## config.mk

```make
export PLATFORM = sky130hd
export DESIGN_NAME = branch_perf_monitor_flat
export DESIGN_NICKNAME = d
export VERILOG_FILES = /design/src/rtl/branch_perf_monitor_if.sv /design/src/rtl/branch_perf_monitor.sv /design/src/flat_wrapper.sv
export SDC_FILE = /design/constraint.sdc
export NUM_CORES = 1
export LEC_CHECK = 0
export ABC_CLOCK_PERIOD_IN_PS = 2200
export CORE_MARGIN = 5
export CORE_UTILIZATION = 45
export CTS_CLUSTER_SIZE = 14
export DETAILED_ROUTE_END_ITERATION = 10
export MAX_ROUTING_LAYER = met4
export PLACE_DENSITY_LB_ADDON = 0.3
export SLEW_MARGIN = 20
export SYNTH_ARGS = -nofsm -noshare
export SYNTH_HDL_FRONTEND = slang
export SYNTH_SLANG_ARGS = --single-unit
```

## constraint.sdc

```tcl
create_clock -name clock -period 2.2 [get_ports clock]
set_clock_uncertainty 0.15 [all_clocks]
set_input_delay 0.44 -clock clock [delete_from_list [all_inputs] [get_ports clock]]
set_output_delay 0.44 -clock clock [all_outputs]
set_load 0.01 [all_outputs]
```

## src/rtl/branch_perf_monitor_if.sv

```systemverilog
// Processor debug/event bus observed by branch_perf_monitor.
interface branch_perf_monitor_if #(
    parameter int unsigned PC_W = 32
);
    logic            branch_valid;
    logic [PC_W-1:0] debug_pc;
    logic            debug_misprediction;
    logic            debug_jump;

    modport master (
        output branch_valid,
        output debug_pc,
        output debug_misprediction,
        output debug_jump
    );

    modport slave (
        input branch_valid,
        input debug_pc,
        input debug_misprediction,
        input debug_jump
    );
endinterface

```

## src/rtl/branch_perf_monitor.sv

```systemverilog
// Branch-prediction statistics with a hardware-limited measurement window.
// Define BPM_PC_LOG_EN to include the mispredicted-PC log FIFO.
module branch_perf_monitor #(
    parameter int unsigned PC_W        = 32,
    parameter int unsigned CNT_W       = 32,
    parameter int unsigned LOG_DEPTH   = 8,
    parameter int unsigned CYCLE_LIMIT = 25
) (
    input  logic                  clock,
    input  logic                  reset,
    input  logic                  enable,
    input  logic                  clear,
    branch_perf_monitor_if.slave  dbg,
    input  logic                  log_rd_en,
    output logic [PC_W-1:0]       log_rd_data,
    output logic                  log_empty,
    output logic                  log_full,
    output logic                  log_overflow,
    output logic [CNT_W-1:0]      cycle_count,
    output logic [CNT_W-1:0]      branch_count,
    output logic [CNT_W-1:0]      mispred_count,
    output logic [CNT_W-1:0]      jump_count,
    output logic                  done
);
    typedef enum logic {ST_RUN, ST_DONE} state_t;

    localparam logic [CNT_W-1:0] LIMIT_LAST =
        CNT_W'((CYCLE_LIMIT == 0) ? 0 : CYCLE_LIMIT - 1);

    state_t state, state_nxt;
    logic   active;

    function automatic logic [CNT_W-1:0] sat_inc(input logic [CNT_W-1:0] v);
        return (&v) ? v : v + CNT_W'(1);
    endfunction

    assign active = enable && (state == ST_RUN);
    assign done   = (state == ST_DONE);

    always_ff @(posedge clock or negedge reset) begin
        if (!reset) state <= ST_RUN;
        else        state <= state_nxt;
    end

    // Window closes on the active cycle that takes cycle_count to CYCLE_LIMIT.
    always_comb begin
        state_nxt = state;
        case (state)
            ST_RUN: begin
                if (active && (CYCLE_LIMIT != 0) && (cycle_count == LIMIT_LAST))
                    state_nxt = ST_DONE;
            end
            ST_DONE: state_nxt = ST_DONE;
            default: state_nxt = ST_RUN;
        endcase
        if (clear) state_nxt = ST_RUN;
    end

    always_ff @(posedge clock or negedge reset) begin
        if (!reset) begin
            cycle_count   <= '0;
            branch_count  <= '0;
            mispred_count <= '0;
            jump_count    <= '0;
        end else if (clear) begin
            cycle_count   <= '0;
            branch_count  <= '0;
            mispred_count <= '0;
            jump_count    <= '0;
        end else if (active) begin
            cycle_count <= sat_inc(cycle_count);
            if (dbg.branch_valid)        branch_count  <= sat_inc(branch_count);
            if (dbg.debug_misprediction) mispred_count <= sat_inc(mispred_count);
            if (dbg.debug_jump)          jump_count    <= sat_inc(jump_count);
        end
    end

`ifdef BPM_PC_LOG_EN
    localparam int unsigned AW = $clog2(LOG_DEPTH);

    logic [PC_W-1:0] log_mem [LOG_DEPTH];
    logic [AW:0]     wr_ptr, rd_ptr;
    logic            push_req, do_push, do_pop;

    assign log_empty = (wr_ptr == rd_ptr);
    assign log_full  = (wr_ptr[AW] != rd_ptr[AW]) && (wr_ptr[AW-1:0] == rd_ptr[AW-1:0]);
    assign push_req  = active && dbg.debug_misprediction;
    assign do_pop    = log_rd_en && !log_empty;
    // A same-cycle pop frees the slot, so a push into a full log still lands.
    assign do_push   = push_req && (!log_full || do_pop);

    always_ff @(posedge clock or negedge reset) begin
        if (!reset) begin
            wr_ptr       <= '0;
            rd_ptr       <= '0;
            log_overflow <= 1'b0;
        end else if (clear) begin
            wr_ptr       <= '0;
            rd_ptr       <= '0;
            log_overflow <= 1'b0;
        end else begin
            if (do_push) wr_ptr <= wr_ptr + 1'b1;
            if (do_pop)  rd_ptr <= rd_ptr + 1'b1;
            if (push_req && log_full && !do_pop) log_overflow <= 1'b1;
        end
    end

    always_ff @(posedge clock) begin
        if (do_push) log_mem[wr_ptr[AW-1:0]] <= dbg.debug_pc;
    end

    assign log_rd_data = log_empty ? '0 : log_mem[rd_ptr[AW-1:0]];
`else
    logic unused_log;

    assign unused_log   = (^{log_rd_en, dbg.debug_pc}) ^ (LOG_DEPTH == 0);
    assign log_rd_data  = '0;
    assign log_empty    = 1'b1;
    assign log_full     = 1'b0;
    assign log_overflow = 1'b0;
`endif
endmodule

```

## src/flat_wrapper.sv

```systemverilog
// flat-port wrapper written by rule: the top's interface ports become plain ports
module branch_perf_monitor_flat 
#(
    parameter int unsigned PC_W        = 32,
    parameter int unsigned CNT_W       = 32,
    parameter int unsigned LOG_DEPTH   = 8,
    parameter int unsigned CYCLE_LIMIT = 25
)
  (clock, reset, enable, clear, log_rd_en, log_rd_data, log_empty, log_full, log_overflow, cycle_count, branch_count, mispred_count, jump_count, done, dbg_branch_valid, dbg_debug_pc, dbg_debug_misprediction, dbg_debug_jump);
  branch_perf_monitor_if #(.PC_W(PC_W)) dbg_i ();
  input  logic clock;
  input  logic reset;
  input  logic enable;
  input  logic clear;
  input  logic log_rd_en;
  output logic [PC_W-1:0] log_rd_data;
  output logic log_empty;
  output logic log_full;
  output logic log_overflow;
  output logic [CNT_W-1:0] cycle_count;
  output logic [CNT_W-1:0] branch_count;
  output logic [CNT_W-1:0] mispred_count;
  output logic [CNT_W-1:0] jump_count;
  output logic done;
  input wire logic [$bits(dbg_i.branch_valid)-1:0] dbg_branch_valid;
  input wire logic [$bits(dbg_i.debug_pc)-1:0] dbg_debug_pc;
  input wire logic [$bits(dbg_i.debug_misprediction)-1:0] dbg_debug_misprediction;
  input wire logic [$bits(dbg_i.debug_jump)-1:0] dbg_debug_jump;
  assign dbg_i.branch_valid = dbg_branch_valid;
  assign dbg_i.debug_pc = dbg_debug_pc;
  assign dbg_i.debug_misprediction = dbg_debug_misprediction;
  assign dbg_i.debug_jump = dbg_debug_jump;
  branch_perf_monitor #(.PC_W(PC_W), .CNT_W(CNT_W), .LOG_DEPTH(LOG_DEPTH), .CYCLE_LIMIT(CYCLE_LIMIT)) u_core (.clock(clock), .reset(reset), .enable(enable), .clear(clear), .dbg(dbg_i), .log_rd_en(log_rd_en), .log_rd_data(log_rd_data), .log_empty(log_empty), .log_full(log_full), .log_overflow(log_overflow), .cycle_count(cycle_count), .branch_count(branch_count), .mispred_count(mispred_count), .jump_count(jump_count), .done(done));
endmodule
```

== After elaboration in Yosys (flattened, before gate mapping) ==
Cells that the tools add are included.
Cells by class
  $add $sub $neg: 4
  shift-type cells: 0
  bitwise operators: 1
  $mul: 0
  magnitude comparators: 0
  muxes and demuxes: 18
  div/mod/pow operators: 0
  reductions and logical operators: 14
  equal/unequal tests: 5
Operators with widths (number)
  $mux 32: 15
  $add 32x1->32 const B: 4
  $reduce_and 32->1: 4
  $eq 32x5->1 const B: 1
  $reduce_and 3->1: 3
  $ne 2x2->1 const B: 4
  $reduce_bool 2->1: 4
  $logic_and 1x1->1: 2
  $mux 1: 2
  $pmux 1 s2: 1
  $reduce_and 2->1: 1
  $not 1->1: 1
Word-level totals
  output and inout bits: 164
  RAM bits: 0
  flip-flop bits (word level): 129
  word-level logic and storage cells: 47
  bits of input ports: 40
  ROM bits: 0
  latch bits: 0
  memories: 0

== Longest topological paths before layout ==
  word-level depth: 6
  mapped depth: 9
  depth with buffers taken out: 7

== Worst setup path after synthesis ==
No wires, ideal clock.
  path type: reg-to-reg
  from: register u_core.jump_count[0]
  to: register u_core.jump_count[30]
  period minus slack after synthesis: 2476 ps
  data required time: 1925 ps
  arrival time: 2202 ps
  setup slack: -276 ps
  path buffers: 1
  stages on the path, launching flop included: 8
  path through: dfrtp_1 -> ha_1 -> nand2_1 -> or4_4 -> or3b_1 -> clkbuf_2 -> nor3_1 -> mux2_2
Between the ends
  longest elaborated chain between the ends: 5
  elaborated cells between the ends (all ways): 8
  classes of those cells: add/sub (1); eq/ne (1); mux (4); reduce/logical (2)
Ends and longest elaborated chain
  start: declaration: RTL line branch_perf_monitor.sv:22  | output logic [CNT_W-1:0] jump_count,
  start signal: assignment: RTL line branch_perf_monitor.sv:74  | if (dbg.debug_jump) jump_count <= sat_inc(jump_count);
  $add 32x1->32: RTL line branch_perf_monitor.sv:34  | return (&v) ? v : v + CNT_W'(1);
  $mux 32: RTL line branch_perf_monitor.sv:34
  $mux 32: RTL line branch_perf_monitor.sv:74
  $mux 32: RTL line branch_perf_monitor.sv:70  | end else if (active) begin
  $mux 32: RTL line branch_perf_monitor.sv:65  | end else if (clear) begin
Several ways; a longest one is shown, not always the timed one. The select of a mux whose other input is x is not followed.
A chain may end at the register's enable or synchronous reset.

== Worst setup path in the final report ==
  from: register u_core.state, in the netlist u_core.done
  to: register u_core.jump_count[18]
Between the ends
  longest elaborated chain between the ends: 4
Ends and longest elaborated chain
  start: declaration: RTL line branch_perf_monitor.sv:30  | state_t state, state_nxt;
  start signal: assignment: RTL line branch_perf_monitor.sv:42  | else state <= state_nxt;
  $not 1->1: RTL line branch_perf_monitor.sv:37  | assign active = enable && (state == ST_RUN);
  $logic_and 1x1->1: RTL line branch_perf_monitor.sv:37
  $reduce_bool 2->1 (no line)
  $reduce_and 3->1 (no line)
No other way between the ends.

==> run metrics <==
period utilization=1.048; clock share of power=0.531; final WL=24340 um; violated checks=setup timing; DRT antenna net count=0; Core Area=0.01658 mm2; Gate Count Post-Synth=866; Crit. End Element=flip-flop; Die W=between 100 and 150 um; max_cap viols=0; critical path class=flip-flop to flip-flop; final setup fails=11; Bufs on Longest Clock Path=2; Final nets=about 1300; initial antenna violation count=0; Logic pwr share=0.055; # rows=47; PnR worst setup slack=-0.1064 ns; Pwr Density=a little under 500 mW/mm2; crit-path max FO=4; Sink Count=129; Distinct cells, synth=56; syn_area_per_cell=8.802 um2; DRC marker count from the first detailed-route iteration=581; Async S/R FF share, synth=1.000; vias in the first global route=7889; Synth Cell Area=0.007622 mm2; Sw Ratio=0.2294; Die Footprint=0.01964 mm2; RSZ-0062 raised after global routing=true; Post-synth top flop=dfrtp_1; WL/cell=16.87 um; area grow syn2layout=55.06%; Synth Register Bits=between 100 and 150; outcome=finished with violations; cell taking the most area after synthesis=dfrtp_1; Tmin final=2.306 ns; I/O pins=204; share of layout cells above drive strength 1=0.3126; Post-Layout Inst Area=around 0.012 mm2; CTS clk-pin slew, worst paths=0.06 ns; IO Port Bufs=135; crit-path cells=nand3b_1, or4_4, a2111o_1, buf_6, or4_1, nand2_1; Worst Hold Class=input port to asynchronous set/reset pin; CTS buffer count=17; H-tree depth=4; DP Area=0.01061 mm2; switching pwr=1.323 mW; CTS root buf=clkbuf_16; CP required=2.41 ns; part of the power in registers=0.414; part of the Yosys area used for sequential elements=0.4235; Worst EP arrival=about 2.5 ns; worst slew pin tran=0.5948 ns; Residual DRC=0; Top delay family on crit path=simple AND/OR/NAND/NOR gates; post-DR vias/cell=about 5.7; final-report max-slew violation count=0; Initial Util=0.4596; hold_ws=0.3172 ns; global placer's final weighted congestion=0.9024; peak supply drop=540.2 uV; DP Worst Slack=-0.6094 ns; GRT Overall Usage=0.2462; Fmax=0.4336 GHz; via count=8230; count of TritonRoute iterations in the first routing pass=5; CP peak stage delay=0.46 ns; Lkg Pwr=4.925 nW; Max stage delay cell, worst path=or4_4; Worst setup SP type=flip-flop; largest net degree at the start of global routing=59; Slew headroom=0.6030; CTS tree=done; clock latency at the later pin of the worst-skew pair=about 0.42 ns; Fin. Hold Viols=0; die height=140.1 um; WP buf/inv=1; synth warn=0; first-pass GRT wire length=between 30000 and 40000 um; Synth area leaders=dfrtp_1, a21oi_1, or3_1, nand2_1, buf_4; P_int=4.444 mW; share of the synthesized area in the top cell type=0.4235; Post-synth EDFFs=0; Final HPWL DP=16710 um; global route overflow=0
==> state kept, by name, indices dropped and copies added (netlist names) <==
| register | count |
|---|---|
| u_core.mispred_count | 32 |
| u_core.branch_count | 32 |
| u_core.done | 1 |
| u_core.cycle_count | 32 |
| u_core.jump_count | 32 |
==> layer usage <==
| layer | routed length (um) | global-route usage | part of all wire | vias to the layer above |
|---|---|---|---|---|
| li1 | - | - | - | 3875 |
| met1 | 10340 | 0.3142 | 0.42 | 4029 |
| met2 | 12130 | 0.4022 | 0.50 | 287 |
| met3 | 1503 | 0.04703 | 0.062 | 39 |
| met4 | 371 | 0.06935 | 0.015 | 0 |
| met5 | 0 | - | 0 | - |
==> worst reg2reg max path, cell delays in order (launching register included) <==
cell      delay (ns)
dfrtp_1         0.41
nand3b_1        0.22
or4_4           0.46
a2111o_1        0.38
buf_6           0.15
or4_1           0.40
nand2_1         0.09
==> cell usage after synthesis, drive strengths merged (2+ instances only) <==
library cell / instances
or3: 45
a21oi: 72
nand2: 71
nor2: 60
nor4b: 2
nand3: 38
dfrtp: 129
nor3: 18
or4: 36
o31ai: 27
ha: 5
clkbuf: 30
o21ai: 50
o211ai: 8
inv: 20
a311oi: 2
nand2b: 2
and3: 12
xnor2: 4
buf: 43
a21o: 2
nand3b: 4
nor2b: 26
or2: 6
mux2: 23
o31a: 3
and4: 13
and2: 7
a31oi: 2
o311ai: 5
nand4: 42
conb: 2
o21a: 5
nor4: 26
nor3b: 2
xor2: 8
o41ai: 7
==> cell type report <==
class | count | area [um2]
Tap cell | 220 | 275.3
Timing Repair Buffer | 363 | 3153
Antenna cell | 1 | 2.502
Sequential cell | 129 | 3241
Fill cell | 1229 | 4765
Inverter | 20 | 75.07
Multi-Input combinational cell | 678 | 4434
Clock buffer | 19 | 452.9
Clock inverter | 13 | 185.2
==> through the flow <==
step | setup TNS, ns | instances | util | power [mW]
2_1_floorplan | -0.5657 | 899 | - | 2.609
3_5_place_dp | -38.57 | 1384 | 0.6400 | 2.728
4_1_cts | -0.5051 | 1423 | 0.6855 | 5.780
3_3_place_gp | -35.61 | 1384 | 0.6400 | 2.723
6_report | -0.4084 | 1443 | 0.7127 | 5.767
5_1_grt | -1.958 | 1442 | 0.7125 | 5.942
==> what timing repair did <==
action / 4_1_cts / 5_1_grt
setup endpoints to repair: 34 / 89
hold buffers: 1 / 0
gates resized for setup: 20 / 77
cloned: 0 / 2
buffers inserted: 6 / 17
hold endpoints to repair: 21 / 0
pin swaps: 12 / 35
==> power by group through the flow <==
| stage | sequential [mW] | combinational (mW) | clock (mW) |
|---|---|---|---|
| 4_1_cts | 2.39 | 0.300 | 3.09 |
| 5_1_grt | 2.39 | 0.349 | 3.20 |
| 6_report | 2.39 | 0.316 | 3.06 |
| 3_5_place_dp | 2.43 | 0.296 | 0 |
| 2_1_floorplan | 2.44 | 0.169 | 0 |
| 3_3_place_gp | 2.43 | 0.292 | 0 |
==> kinds of logic (layout without fill, tap and decap cells) <==
kind of cell    Yosys count  count (layout)  synth area share
fa+ha+maj                 5               5          0.008207
other cells               2              36         0.0009853
xor+xnor                 12              12           0.01379
mux                      23              23           0.03398
flops                   129             129            0.4235
buf+inv                  93             415           0.06566
simple gates            414             415            0.3047
compound gates          188             188            0.1492
==> final timing paths <==
check,from,end,slack [ns],cells past startpoint
max,u_core.done,u_core.jump_count[18],-0.11,6
max reg2reg,u_core.done,u_core.jump_count[18],-0.11,6
min reg2reg,u_core.branch_count[31],u_core.branch_count[31],0.41,1
min,reset,u_core.branch_count[11],0.32,2
max in group asynchronous,reset,u_core.jump_count[0],0.92,3
min in group clock,clear,u_core.jump_count[10],0.33,2
==> placed cells by master (no fill, tap or decap), drive strengths merged, types with 12 or more instances in the layout <==
cell type,count
buf,229
clkdlybuf4s50,130
dfrtp,129
a21oi,72
nand2,71
nor2,60
o21ai,50
or3,45
nand4,42
nand3,38
or4,36
conb,35
o31ai,27
nor2b,26
nor4,26
mux2,23
inv,20
clkbuf,19
nor3,18
and4,13
and3,12
Note: power is estimated with default switching activity, not from simulation.
